**src/rtl/brightness_ctrl.sv**
```systemverilog
// brightness_ctrl: debounced up/down keys step a target level; the applied level ramps toward it once per frame.
// Latency: i_vs rise at pin to brightness_cnt change 3 clk; key press accepted DEB_CYCLES clk after sync.
// Backpressure: none. Optional AUTO_REPEAT_EN adds periodic repeat while a key stays held.

module brightness_key_deb #(
   parameter logic [19:0] DEB_CYCLES    = 20'd1_000_000,
   parameter logic [23:0] REPEAT_CYCLES = 24'd10_000_000
) (
   input  logic clk,
   input  logic rst_n,
   input  logic key_n,
   output logic press,
   output logic held
);

   typedef enum logic [1:0] {IDLE, PRESS_CHK, HELD, REL_CHK} deb_state_t;

   deb_state_t  state, state_nxt;
   logic        key_s1, key_s2;
   logic [19:0] cnt, cnt_nxt;
   logic        deb_press;

   always_ff @(posedge clk or negedge rst_n) begin
      if (!rst_n) begin
         key_s1 <= 1'b1;
         key_s2 <= 1'b1;
      end else begin
         key_s1 <= key_n;
         key_s2 <= key_s1;
      end
   end

   always_ff @(posedge clk or negedge rst_n) begin
      if (!rst_n) begin
         state <= IDLE;
         cnt   <= '0;
      end else begin
         state <= state_nxt;
         cnt   <= cnt_nxt;
      end
   end

   always_comb begin
      state_nxt = state;
      cnt_nxt   = cnt;
      deb_press = 1'b0;
      case (state)
         IDLE: begin
            if (!key_s2) begin
               state_nxt = PRESS_CHK;
               cnt_nxt   = '0;
            end
         end
         PRESS_CHK: begin
            if (key_s2) begin
               state_nxt = IDLE;
            end else if (cnt == DEB_CYCLES - 20'd1) begin
               state_nxt = HELD;
               deb_press = 1'b1;
            end else begin
               cnt_nxt = cnt + 20'd1;
            end
         end
         HELD: begin
            if (key_s2) begin
               state_nxt = REL_CHK;
               cnt_nxt   = '0;
            end
         end
         REL_CHK: begin
            if (!key_s2) begin
               state_nxt = HELD;
            end else if (cnt == DEB_CYCLES - 20'd1) begin
               state_nxt = IDLE;
            end else begin
               cnt_nxt = cnt + 20'd1;
            end
         end
         default: state_nxt = IDLE;
      endcase
   end

   assign held = (state == HELD);

`ifdef AUTO_REPEAT_EN
   logic [23:0] rep_cnt;
   logic        rep_fire;

   // Repeat only while still physically held, so a release in progress never fires.
   assign rep_fire = held && !key_s2 && (rep_cnt == REPEAT_CYCLES - 24'd1);

   always_ff @(posedge clk or negedge rst_n) begin
      if (!rst_n) begin
         rep_cnt <= '0;
      end else if (!held || rep_fire) begin
         rep_cnt <= '0;
      end else begin
         rep_cnt <= rep_cnt + 24'd1;
      end
   end

   assign press = deb_press | rep_fire;
`else
   logic unused_repeat;
   assign unused_repeat = ^REPEAT_CYCLES;
   assign press         = deb_press;
`endif

endmodule

module brightness_ctrl #(
   parameter logic [19:0] DEB_CYCLES    = 20'd1_000_000,
   parameter logic [7:0]  KEY_STEP      = 8'd10,
   parameter logic [7:0]  RAMP_STEP     = 8'd2,
   parameter logic [7:0]  LVL_MAX       = 8'd200,
   parameter logic [7:0]  LVL_INIT      = 8'd100,
   parameter logic [23:0] REPEAT_CYCLES = 24'd10_000_000
) (
   input  logic       clk,
   input  logic       rst_n,
   input  logic       key_up_n,
   input  logic       key_dn_n,
   input  logic       i_vs,
   output logic [7:0] brightness_cnt,
   output logic [7:0] target_lvl,
   output logic       ramping,
   output logic       key_evt
);

   logic       up_press, up_held, dn_press, dn_held;
   logic       vs_s1, vs_s2, vs_d, vs_rise;
   logic       up_ok, dn_ok;
   logic [8:0] tgt_up;
   logic [7:0] tgt_dn;
   logic [7:0] tgt_nxt, bcnt_nxt;
   logic [8:0] diff, ramp_sum;

   brightness_key_deb #(
      .DEB_CYCLES    (DEB_CYCLES),
      .REPEAT_CYCLES (REPEAT_CYCLES)
   ) u_deb_up (
      .clk   (clk),
      .rst_n (rst_n),
      .key_n (key_up_n),
      .press (up_press),
      .held  (up_held)
   );

   brightness_key_deb #(
      .DEB_CYCLES    (DEB_CYCLES),
      .REPEAT_CYCLES (REPEAT_CYCLES)
   ) u_deb_dn (
      .clk   (clk),
      .rst_n (rst_n),
      .key_n (key_dn_n),
      .press (dn_press),
      .held  (dn_held)
   );

   always_ff @(posedge clk or negedge rst_n) begin
      if (!rst_n) begin
         vs_s1 <= 1'b0;
         vs_s2 <= 1'b0;
         vs_d  <= 1'b0;
      end else begin
         vs_s1 <= i_vs;
         vs_s2 <= vs_s1;
         vs_d  <= vs_s2;
      end
   end

   assign vs_rise = vs_s2 & ~vs_d;

   // A press is dropped when both fire together or the other key is already held.
   always_comb begin
      up_ok   = up_press & ~dn_press & ~dn_held;
      dn_ok   = dn_press & ~up_press & ~up_held;
      tgt_up  = {1'b0, target_lvl} + {1'b0, KEY_STEP};
      tgt_dn  = target_lvl - KEY_STEP;
      tgt_nxt = target_lvl;
      if (up_ok) begin
         tgt_nxt = (tgt_up > {1'b0, LVL_MAX}) ? LVL_MAX : tgt_up[7:0];
      end else if (dn_ok) begin
         tgt_nxt = (target_lvl < KEY_STEP) ? 8'd0 : tgt_dn;
      end
   end

   // Ramp reads the registered target, so a same-cycle key update lands next frame.
   always_comb begin
      bcnt_nxt = brightness_cnt;
      ramp_sum = {1'b0, brightness_cnt} + {1'b0, RAMP_STEP};
      if (target_lvl >= brightness_cnt) begin
         diff = {1'b0, target_lvl} - {1'b0, brightness_cnt};
      end else begin
         diff = {1'b0, brightness_cnt} - {1'b0, target_lvl};
      end
      if (vs_rise) begin
         if (diff <= {1'b0, RAMP_STEP}) begin
            bcnt_nxt = target_lvl;
         end else if (target_lvl > brightness_cnt) begin
            bcnt_nxt = (ramp_sum > {1'b0, LVL_MAX}) ? LVL_MAX : ramp_sum[7:0];
         end else begin
            bcnt_nxt = brightness_cnt - RAMP_STEP;
         end
      end
   end

   always_ff @(posedge clk or negedge rst_n) begin
      if (!rst_n) begin
         brightness_cnt <= LVL_INIT;
         target_lvl     <= LVL_INIT;
         ramping        <= 1'b0;
         key_evt        <= 1'b0;
      end else begin
         brightness_cnt <= bcnt_nxt;
         target_lvl     <= tgt_nxt;
         ramping        <= (bcnt_nxt != tgt_nxt);
         key_evt        <= up_ok | dn_ok;
      end
   end

endmodule

```
**config.mk**
```make
export PLATFORM = sky130hd
export DESIGN_NAME = brightness_ctrl
export DESIGN_NICKNAME = d
export VERILOG_FILES = /design/src/rtl/brightness_ctrl.sv
export SDC_FILE = /design/constraint.sdc
export NUM_CORES = 1
export LEC_CHECK = 0
export CORE_UTILIZATION = 45
export DETAILED_ROUTE_END_ITERATION = 8
export SLEW_MARGIN = 5
export SYNTH_ARGS = -nofsm -noshare
export SYNTH_HDL_FRONTEND = slang
export SYNTH_SLANG_ARGS = --single-unit
```
**constraint.sdc**
```tcl
create_clock -name clk -period 6.7 [get_ports clk]
set_input_delay 1.675 -clock clk [delete_from_list [all_inputs] [get_ports clk]]
set_output_delay 1.675 -clock clk [all_outputs]
set_load 0.02 [all_outputs]
```
## Yosys cells after proc, flatten, opt, wreduce, memory -nomap -nowiden

Index checks and enable logic that the tools add are counted.

- Bits in latches: 0
- Output and inout bits: 18
- Flip-flop bits (word level): 69
- Memories kept: 0
- Bits in read-only memories: 0
- Input bits: 5
- Logic and storage cells: 108
- Memory bits (writable): 0

- Bitwise operators: 11
- Shift-type cells: 0
- $add $sub $neg: 8
- $lt $le $gt $ge: 6
- Multiplexer cells: 41
- Eq/ne operators: 21
- Divide/modulo/power cells: 0
- Reductions and logical operators: 6
- Multipliers: 0

Operator list:

| cell | count |
|---|---|
| 20-bit two-way mux | 10 |
| 20-bit one-hot mux with 4 select lines | 2 |
| 8-bit two-way mux | 8 |
| 20-bit by 1-bit adder with 20-bit output, second input constant | 2 |
| 20-bit == test, second input constant | 2 |
| 2-bit two-way mux | 12 |
| 9-bit by 8-bit greater-than comparator with 1-bit output, second input constant | 2 |
| 8-bit by 8-bit subtractor with 9-bit output | 2 |
| 2-bit one-hot mux with 4 select lines | 2 |
| 4-bit AND reduction | 4 |
| 8-bit by 2-bit adder with 9-bit output, second input constant | 1 |
| 8-bit by 4-bit adder with 9-bit output, second input constant | 1 |
| 9-bit by 2-bit <= comparator with 1-bit output, second input constant | 1 |
| 9-bit two-way mux | 1 |
| 2-bit == test, second input constant | 4 |
| 8-bit greater-or-equal comparator | 1 |
| 8-bit greater-than comparator | 1 |
| 8-bit by 4-bit less-than comparator with 1-bit output, second input constant | 1 |
| 2-bit by 1-bit inequality test with 1-bit output, second input constant | 4 |
| 2-bit inequality test, second input constant | 4 |
| 8-bit inequality test | 1 |
| 8-bit by 2-bit subtractor with 8-bit output, second input constant | 1 |
| 8-bit by 4-bit subtractor with 8-bit output, second input constant | 1 |
| 1-bit two-way mux | 6 |
| other kinds (7) | 19 |

## Longest topological paths before layout

Gate-level depths: netlist of run 1.

- Word-level depth: 10
- Depth in mapped cells: 15
- Depth with buffers taken out: 14

## Hierarchy

A second synthesis of run 1 with hierarchy kept.

- Cells, all modules: 686
- Area total of the unflattened synthesis: 5609.1 um^2

By module, submodules not included:

| module | cells each | area an instance (um^2) | instances | sequential area each (um^2) |
|---|---|---|---|---|
| brightness_ctrl | 392 | 2934.1 | 1 | 533.0 |
| brightness_key_deb | 147 | 1337.5 | 2 | 603.1 |

## Least setup slack after synthesis of run 1

No wires, ideal clock.

- Path type: register to register
- Start point: reg brightness_cnt[6]
- End point: reg ramping
- Clock period less this slack: 3.919 ns
- Slack: 2.781 ns
- Stages on the path, launching flop included: 15
- Buffers on the path: 2
- Arrival time: 3.780 ns
- Setup time: 0.139 ns
- Data required time: 6.561 ns
- Path through: dfstp_2 > inv_1 > ha_1 > clkbuf_1 > inv_1 > nor3_1 > mux2i_1 > and2_1 > clkbuf_1 > nand3_1 > o2111a_1 > o31ai_1 > xnor2_1 > nand4_1 > or4_1

- Cells in the longest elaborated chain, start to end: 7
- Elaborated cells on any way between the ends: 14
- Those cells by class: add/sub (4); order compare (4); eq/ne (1); mux (5)

RTL lines:

| what | line | source |
|---|---|---|
| from (decl) | 124 | `output logic [7:0] brightness_cnt,` |
| from (signal assigned) | 215 | `brightness_cnt <= bcnt_nxt;` |
| 8-bit by 2-bit adder with 9-bit output | 191 | `ramp_sum = {1'b0, brightness_cnt} + {1'b0, RAMP_STEP};` |
| 9-bit by 8-bit greater-than comparator with 1-bit output | 201 | `bcnt_nxt = (ramp_sum > {1'b0, LVL_MAX}) ? LVL_MAX : ramp_sum[7:0];` |
| 8-bit two-way mux | 201 |  |
| 8-bit two-way mux | 200 | `end else if (target_lvl > brightness_cnt) begin` |
| 8-bit two-way mux (*) | 198 | `if (diff <= {1'b0, RAMP_STEP}) begin` |
| 8-bit two-way mux (*) | 197 | `if (vs_rise) begin` |
| named net bcnt_nxt[2] | 135 | `logic [7:0] tgt_nxt, bcnt_nxt;` |
| 8-bit inequality test (*) | 217 | `ramping <= (bcnt_nxt != tgt_nxt);` |
| to (signal assigned) | 217 |  |
| to (decl) | 126 | `output logic ramping,` |

The timed path passes the listed nets; every way through them passes the cells marked *.
A chain may end at the register's enable or synchronous reset.

## Final worst setup path of run 1

Ends and elaborated chain as after synthesis.

==> results of run 1 <==
[cell type report]
cell class,count,area (µm²)
Clock inverter,7,73.8
Tap cell,136,170
Multi-Input combinational cell,461,2950
Sequential cell,69,1740
Fill cell,962,5010
Timing Repair Buffer,25,238
Clock buffer,9,124
Inverter,29,109
[worst reg2reg max path, delay by kind of cell (launching register included)]
kind / cells / cell delay [ns]
muxes: 1 / 0.60
and+or+nand+nor: 5 / 1.62
DFF: 1 / 0.68
AOI/OAI and AO/OA: 2 / 0.55
xor gates and xnor gates: 1 / 0.17
buffers and inverters: 2 / 0.33
adders and majority gates: 1 / 0.47
[routing by layer]
metal	share of wire	up-vias
met1	0.44	2062
met5	0	-
met4	0.044	0
met2	0.46	159
li1	-	2145
met3	0.052	44
[placed cells by master (no fill, tap or decap), drive strengths merged, types with 5 or more instances in the layout]
cell           synthesis  routed
clkinv                 1       5
o31ai                 11      11
or3                   14      14
dfstp                 10      10
nand3                 30      30
nand2                 67      67
nand2b                 6       6
clkdlybuf4s50          0      21
nor2                  52      52
or2                    5       5
a21oi                 33      33
xnor2                 16      16
a21o                   9       9
o21ai                 35      35
dfrtp                 59      59
a22o                   5       5
ha                    22      22
nor3                  16      16
nand4                 14      14
a31oi                  7       7
inv                   28      29
nor2b                  5       5
or4                    7       7
nor4                   6       6
xor2                  19      19
clkbuf                23       9
and3                  13      13
[power groups by stage]
| stage | sequential [mW] | clock, mW | combinational, mW |
|---|---|---|---|
| 2_1_floorplan | 0.506 | 0 | 0.389 |
| 3_3_place_gp | 0.521 | 0 | 0.559 |
| 3_5_place_dp | 0.519 | 0 | 0.550 |
| 4_1_cts | 0.511 | 0.346 | 0.552 |
| 5_1_grt | 0.518 | 0.366 | 0.613 |
| 6_report | 0.514 | 0.337 | 0.560 |
[final timing paths]
kind | end | startpoint | slack (ns)
worst max-delay path | ramping$_DFF_PN0_ | brightness_cnt[6]$_DFF_PN1_ | 2.15
worst max register to register | ramping$_DFF_PN0_ | brightness_cnt[6]$_DFF_PN1_ | 2.15
min in group asynchronous | u_deb_up.cnt[9]$_DFFE_PN0P_ | rst_n | 1.52
worst min-delay path | vs_s2$_DFF_PN0_ | vs_s1$_DFF_PN0_ | 0.35
worst min register to register | vs_s2$_DFF_PN0_ | vs_s1$_DFF_PN0_ | 0.35
max in group asynchronous | u_deb_dn.state[0]$_DFFE_PN0P_ | rst_n | 4.63
[logic make-up (layout without fill, tap and decap cells)]
kind of cell    Yosys count  count (layout)  share of synthesized area
simple gates            259             259                      0.275
compound gates          139             139                      0.193
flops                    69              69                      0.355
buf+inv                  52              70                     0.0419
xor+xnor                 35              35                     0.0626
fa+ha+maj                24              24                     0.0644
mux                       4               4                    0.00817
[registers in the layout, summed over array words and instances, names as in the netlist, named ones only]
register	cells
brightness_cnt	8
key_evt	1
ramping	1
target_lvl	8
u_deb_dn.cnt	20
u_deb_dn.key_s1	1
u_deb_dn.key_s2	1
u_deb_dn.state	1
u_deb_up.cnt	20
u_deb_up.key_s1	1
u_deb_up.key_s2	1
u_deb_up.state	1
vs_d	1
vs_s1	1
vs_s2	1
==> run summary, run 1 <==
Gr busiest metal -> met2
Final hold viol count -> 0
Synthesized Nets -> 611
Ys flop type -> dfrtp_1
DRC -> 0
Min Hold Slack -> 0.352 ns
Switch Pwr -> 0.567 mW
RSZ-0062 raised after global routing -> no
Worst Path Required -> 6.92 ns
All-layer global routing usage -> 0.237
DR vias -> 4410
Switching share of power -> 0.402
#FFs+latches synth -> 69
Critical path class -> flop to flop
Vias per inst -> 5.99
CORE AREA -> 10400 µm²
Post-layout min period -> 4.55 ns
Count of final setup violators -> 0
Hold depth -> 0
Setup WS pre-CTS -> 2.23 ns
Final Cycle Share -> 0.680
Cell count of the worst reg-to-reg path -> 12
Post-CTS resize count -> 0
WP data arrival -> 4.78 ns
Met1 usage -> 0.309
Clk sinks -> 69
Synth warnings -> 0
Worst path buffer plus inverter count -> 2
Pleak -> 2.22 nW
Routed len/inst -> 16.9 µm
Met2 Use GR -> 0.373
First-pass GRT wire length -> 21.0 mm
Routed Antenna Nets -> 0
Row count -> 37
Pint -> 0.844 mW
Die W -> 106 µm
Area growth from synthesis to layout -> 10.4%
Most used cell, CP -> inv_1
Hold buffer count at cts -> 0
Worst rel slew slack -> 0.381
Drt pass-1 iters -> 5
Inserted Clock Buffers -> 9
DRT Wirelength -> 12.5 mm
Starting Density -> 0.470
Status -> completed
Diodes inserted -> 0
Placed Cells -> 720
M3 GR Usage -> 0.0368
CP Max Fanout -> 10
Finished layout cell area -> 5410 µm²
Die Height -> 106 µm
Count leader, synth -> nand2_1
PortBufs -> 22
Top-area cell type share of the netlist area -> 0.301
Sequential power share -> 0.364
CTS clock-pin slew for the worst setup and hold paths -> 0.08 ns
Total power per unit cell area -> 261 nW/µm²
Logic gate share of total power -> 0.397
CP max stage cell -> dfstp_2
Clock Path Buffers -> 2
Initial antenna violation count -> 0
Final core utilization -> 0.519
Final worst setup slack -> 2.15 ns
H-tree levels -> 3
Routability Congestion -> 0.915
Slew @ Worst Pin -> 0.920 ns
Worst-Skew Late Latency -> 0.35 ns
Setup TNS -> 0 ns
Top cells by area, synth -> dfrtp_1 (30%), ha_1 (5.6%), dfstp_2 (5.4%)
Setup Buffers After CTS -> 0
Max Cap Viol -> 0
CP Cell Sequence -> inv_1 > ha_1 > inv_1 > nor3_1 > mux2i_1 > and2_1 > nand3_1 > o2111a_1 > o31ai_1 > xnor2_1 > nand4_1 > or4_1
Post-DP HPWL -> 9.26 mm
Hold Crit Class -> flop to flop
Total stage count of the critical path -> 12
Top cell family by delay on the critical path -> simple AND/OR/NAND/NOR gates
Placed cell area -> 5210 µm²
CTS tree -> done
Synth Cell Area -> 4900 µm²
Number of synthesized flops with an enable pin -> 0
Sequential-to-total area share from yosys stat -> 0.355
Avg Cell Area, Syn -> 8.42 µm²
Crit end category -> flop
Global route overflow -> 0
Startpoint types -> flop
Max-slew violations -> 0
VDD IR-drop max -> 0.000124 V
Largest net degree at the start of global routing -> 70
Synthesized instance count -> 582
Max incr delay on CP -> 0.68 ns
Top cell type by total area after synthesis -> dfrtp_1
Cell variety after synth -> 70
DRT iter0 DRCs -> 279
Max Clock Freq -> 0.220 GHz
Die area -> 11300 µm²
# IOs -> 23
Final Skew -> 0.0141 ns
Top cells by count, synth -> nand2_1 (67), dfrtp_1 (59), nor2_1 (52)
Final non-filler cell total -> 736
Share of flip-flops with an asynchronous set or reset -> 1.00
Clock root buffer -> clkbuf_8
Share of cells above drive strength 1 -> 0.0733
Vias in the first global route -> 4239
NumNets Final -> 624
Clock power share -> 0.239
Pwr Total -> 1.41 mW
(Power assumes the default switching activity.)
==> run 2, diff against run 1 <==
==> constraint.sdc (replaced) <==
create_clock -name clk -period 3.8 [get_ports clk]
set_input_delay 0.95 -clock clk [delete_from_list [all_inputs] [get_ports clk]]
set_output_delay 0.95 -clock clk [all_outputs]
set_load 0.02 [all_outputs]
==> run 2 against run 1 <==
  * The flow now finishes with violations (setup timing)
  * Combinational power up 120%
  * Sequential cell count is the same
  * Critical path type unchanged
  * Non-clock buffer count grew 60
  * Critical path depth is 2 lower
  * Critical endpoint unchanged
  * First-iteration DRC count is 18% higher
==> run summary, run 2 (synthesis results as in run 1) <==
Status -> complete, but fails checks
Violated checks -> setup timing
Min Hold Slack -> 0.340 ns
H-tree levels -> 3
Pwr Total -> 2.70 mW
CP endpoint -> ramping$_DFF_PN0_
Die W -> 106 µm
Cell count of the worst reg-to-reg path -> 10
Post-DP HPWL -> 9.75 mm
CP max stage cell -> or4_4
VDD IR-drop max -> 0.000227 V
DRT iter0 DRCs -> 330
Fillers -> 951
All-layer global routing usage -> 0.248
DRC -> 0
Clk sinks -> 69
Startpoint types -> flop
Clock Path Buffers -> 2
Crit end category -> flop
Starting Density -> 0.470
Pleak -> 2.56 nW
Max-slew violations -> 0
Area growth from synthesis to layout -> 21.6%
DR vias -> 4661
Worst path buffer plus inverter count -> 0
Vias in the first global route -> 4595
Drt pass-1 iters -> 5
Routed Antenna Nets -> 0
Hold Crit Class -> flop to flop
Met2 Use GR -> 0.420
Max Cap Viol -> 0
Register Area -> 1740 µm²
Routed len/inst -> 16.5 µm
Final hold viol count -> 0
Total power per unit cell area -> 453 nW/µm²
CP Max Fanout -> 8
Area of the multi-input gates -> 3020 µm²
Gr busiest metal -> met2
Commonest non-fill, non-tap cell in the layout -> nand2_1
Switching share of power -> 0.378
PortBufs -> 22
# IOs -> 23
Max Clock Freq -> 0.261 GHz
Logic gate share of total power -> 0.462
Clock power share -> 0.235
Die Height -> 106 µm
CORE AREA -> 10400 µm²
DRT Wirelength -> 13.1 mm
Row count -> 37
Most frequent cells in the layout -> nand2_1 (67), buf_4 (62), dfrtp_1 (59)
Count of final setup violators -> 1
Worst Path Required -> 4.01 ns
R2R Setup Slk -> -0.03 ns
Switch Pwr -> 1.02 mW
Final Skew -> 0.00909 ns
Total stage count of the critical path -> 10
Sequential power share -> 0.303
Global route overflow -> 0
Die area -> 11300 µm²
Share of cells above drive strength 1 -> 0.179
CTS clock-pin slew for the worst setup and hold paths -> 0.08 ns
Final Cycle Share -> 1.01
Diodes inserted -> 0
CTS tree -> done
Routability Congestion -> 0.905
Inserted Clock Buffers -> 9
Reg2reg end -> ramping$_DFF_PN0_
Largest net degree at the start of global routing -> 70
Most used cell, CP -> or4_4
Clock root buffer -> clkbuf_8
CP Cell Sequence -> or4b_1 > or4_4 > or2_4 > or4_4 > nor3_4 > o21a_1 > a311oi_1 > a31oi_1 > nand4_1 > or4_4
Worst rel slew slack -> 0.466
M3 GR Usage -> 0.0405
RSZ-0062 raised after global routing -> yes
Initial antenna violation count -> 0
Critical Path Source -> u_deb_up.cnt[12]$_DFFE_PN0P_
RR Startpoint -> u_deb_up.cnt[12]$_DFFE_PN0P_
Vias per inst -> 5.86
Critical path class -> flop to flop
Post-layout min period -> 3.83 ns
Final worst setup slack -> -0.0303 ns
Largest regs -> u_deb_dn.cnt: 20 flops, u_deb_up.cnt: 20 flops
NumNets Final -> 684
First-pass GRT wire length -> 22.2 mm
Slew @ Worst Pin -> 0.798 ns
Top cell family by delay on the critical path -> simple AND/OR/NAND/NOR gates
Max incr delay on CP -> 0.57 ns
Worst-Skew Late Latency -> 0.35 ns
Pint -> 1.68 mW
WP data arrival -> 4.04 ns
Met1 usage -> 0.324
## run 2: layout make-up
class,count,area share
multi-input combinational,461,0.508
clock buffer,13,0.0284
inverter,29,0.0183
tap,136,0.0286
timing repair buffer,85,0.118
sequential,69,0.292
clock inverter,3,0.00714
## run 2: per-layer routing
metal / up-vias / wire, µm
met2: 121 / 6250
met3: 23 / 519
met5: - / 0
li1: 2262 / -
met4: 0 / 293
met1: 2255 / 6080
## run 2: power by group through the flow
| stage | sequential (mW) | combinational (mW) | clock (mW) |
|---|---|---|---|
| after floorplan | 0.892 | 0.691 | 0 |
| after global placement | 0.830 | 1.19 | 0 |
| after detailed placement | 0.832 | 1.19 | 0 |
| after CTS | 0.818 | 1.22 | 0.651 |
| after global routing | 0.824 | 1.36 | 0.684 |
| final | 0.818 | 1.25 | 0.634 |
## run 2: repair_timing
action / CTS / global route
resized for setup: 4 / 11
pin swaps: 2 / 6
endpoints found under the setup margin: 1 / 1
endpoints found under the hold margin: 0 / 0
setup buffers: 2 / 5
hold buffers: 0 / 0
## run 2: worst min-delay path by stage
stage	depth (start not counted)	slack [ns]	to	from
final	0	0.34	vs_s2$_DFF_PN0_	vs_s1$_DFF_PN0_
after global routing	0	0.35	vs_s2$_DFF_PN0_	vs_s1$_DFF_PN0_
after CTS	0	0.34	vs_s2$_DFF_PN0_	vs_s1$_DFF_PN0_
after detailed placement	0	0.33	vs_s2$_DFF_PN0_	vs_s1$_DFF_PN0_
after global placement	0	0.34	vs_s2$_DFF_PN0_	vs_s1$_DFF_PN0_
after floorplan	0	0.33	vs_s2$_DFF_PN0_	vs_s1$_DFF_PN0_
## run 2: stage by stage
step / setup WS, ns / cells / setup TNS, ns / utilization / area [µm²]
detailed placement: -0.0846 / 773 / -0.0846 / 0.540 / 5630
finish: -0.0303 / 796 / -0.0303 / 0.572 / 5950
global placement: -0.0443 / 773 / -0.0443 / 0.540 / 5630
floorplan: 0.0508 / 582 / 0 / - / 4910
global route: -0.180 / 796 / -0.180 / 0.572 / 5950
CTS: 0.0105 / 791 / 0 / 0.564 / 5880
==> run 3, diff against run 2 <==
--- a/config.mk
+++ b/config.mk
@@ -5,7 +5,7 @@
 export SDC_FILE = /design/constraint.sdc
 export NUM_CORES = 1
 export LEC_CHECK = 0
-export CORE_UTILIZATION = 45
+export CORE_UTILIZATION = 25
 export DETAILED_ROUTE_END_ITERATION = 8
 export SLEW_MARGIN = 5
 export SYNTH_ARGS = -nofsm -noshare
==> run 3 against run 2 <==
  * The run now ends clean
  * Final cell count is 16% higher
  * Global-route usage decreased by 11 points
  * Cell area rose by 5.0%
  * Setup slack improved by 0.044 ns
  * Sequential power hardly changed
  * Largest cell class unchanged
  * Largest power group unchanged
  * Highest routed layer unchanged
==> run summary, run 3 (synthesis results as in run 1) <==
Status -> completed
Clock Path Buffers -> 2
Final hold viol count -> 0
All-layer global routing usage -> 0.137
Post-layout min period -> 3.79 ns
Setup WS pre-CTS -> -0.0625 ns
Max-slew violations -> 0
DR vias -> 4620
DRT Wirelength -> 13.4 mm
Max Cap Viol -> 0
Drt pass-1 iters -> 6
WP data arrival -> 3.99 ns
Setup TNS -> 0 ns
Area of the multi-input gates -> 3060 µm²
Routed Antenna Nets -> 0
Clock root buffer -> clkbuf_16
PortBufs -> 22
Routed len/inst -> 14.5 µm
CP Cell Sequence -> or4b_1 > or4_4 > or3_2 > or2_2 > o211a_1 > nor3_1 > xnor2_1 > o21ai_1 > or4_1
Share of cells above drive strength 1 -> 0.187
Pwr Total -> 2.95 mW
Worst rel slew slack -> 0.388
Slew @ Worst Pin -> 0.911 ns
Final core utilization -> 0.330
Die Height -> 142 µm
NumNets Final -> 688
Commonest non-fill, non-tap cell in the layout -> buf_4
Area growth from synthesis to layout -> 27.7%
Largest net degree at the start of global routing -> 70
CTS clock-pin slew for the worst setup and hold paths -> 0.06 ns
Largest regs -> u_deb_dn.cnt: 20 flops, u_deb_up.cnt: 20 flops
Initial antenna violation count -> 0
Hold buffer count at cts -> 0
Critical path class -> flop to flop
Most frequent cells in the layout -> buf_4 (67), nand2_1 (66), dfrtp_1 (59)
Inserted Clock Buffers -> 9
Vias per inst -> 5.00
Gr busiest metal -> met2
Post-DP HPWL -> 9.78 mm
Worst-Skew Late Latency -> 0.34 ns
Hold Crit Class -> flop to flop
Met2 Use GR -> 0.204
Diodes inserted -> 0
RSZ-0062 raised after global routing -> yes
Register Area -> 1740 µm²
Max Clock Freq -> 0.264 GHz
Total power per unit cell area -> 471 nW/µm²
Starting Density -> 0.258
Row count -> 50
Pleak -> 2.59 nW
Met1 usage -> 0.193
# IOs -> 23
Count of final setup violators -> 0
Max incr delay on CP -> 0.55 ns
CTS tree -> done
First-pass GRT wire length -> 21.8 mm
CORE AREA -> 19000 µm²
M3 GR Usage -> 0.0256
Crit end category -> flop
Routability Congestion -> 0.868
Global route overflow -> 0
Final worst setup slack -> 0.0135 ns
VDD IR-drop max -> 0.000205 V
H-tree levels -> 3
Startpoint types -> flop
DRC -> 0
Final Skew -> 0.00512 ns
Die W -> 142 µm
Final Cycle Share -> 0.996
Fillers -> 1978
Worst Path Required -> 4.00 ns
Vias in the first global route -> 4290
CP Max Fanout -> 7
CP max stage cell -> or4_4
Clk sinks -> 69
DRT iter0 DRCs -> 302
Min Hold Slack -> 0.350 ns
Die area -> 20200 µm²
[run 3: routing by layer]
| metal | share of wire | vias to the layer above |
|---|---|---|
| met5 | 0 | - |
| met4 | 0.024 | 0 |
| met3 | 0.054 | 22 |
| met2 | 0.45 | 143 |
| met1 | 0.48 | 2179 |
| li1 | - | 2276 |
[run 3: per-stage QoR]
stage | cell area (µm²) | cells
CTS | 6140 | 919
floorplan | 4910 | 582
global placement | 5810 | 902
global route | 6250 | 924
finish | 6250 | 924
detailed placement | 5810 | 902
[run 3: worst max-delay path, delay by kind of cell (launching register included)]
family                    cells  cell delay (ns)
and+or+nand+nor               6             2.87
AOI/OAI and AO/OA             2             0.23
xor gates and xnor gates      1             0.17
DFF                           1             0.37
[run 3: timing repair]
| item | in CTS | in global routing |
|---|---|---|
| pin swaps | 1 | 10 |
| endpoints found under the setup margin | 1 | 1 |
| cloned | 0 | 1 |
| resized for setup | 2 | 16 |
| buffers inserted | 1 | 4 |
[run 3: final timing paths]
path	start	end	slack, ns	cells after the start
max	u_deb_up.cnt[12]$_DFFE_PN0P_	ramping$_DFF_PN0_	0.01	9
min	vs_s1$_DFF_PN0_	vs_s2$_DFF_PN0_	0.35	0
max reg2reg	u_deb_up.cnt[12]$_DFFE_PN0P_	ramping$_DFF_PN0_	0.01	9
min reg2reg	vs_s1$_DFF_PN0_	vs_s2$_DFF_PN0_	0.35	0
max in group asynchronous	rst_n	target_lvl[3]$_DFF_PN0_	2.49	1
min in group asynchronous	rst_n	u_deb_up.cnt[0]$_DFFE_PN0P_	0.73	1
[run 3: where the power goes]
part	switching, mW	internal [mW]	total, mW	leakage (nW)
Sequential	0.0267	0.790	0.816	0.901
Combinational	0.716	0.554	1.27	1.55
Clock	0.330	0.530	0.859	0.145
[run 3: final cells by class]
| class | count | area share |
|---|---|---|
| tap | 260 | 0.0520 |
| inverter | 29 | 0.0174 |
| clock buffer | 10 | 0.0382 |
| timing repair buffer | 88 | 0.114 |
| clock inverter | 6 | 0.0114 |
| multi-input combinational | 462 | 0.489 |
| sequential | 69 | 0.278 |
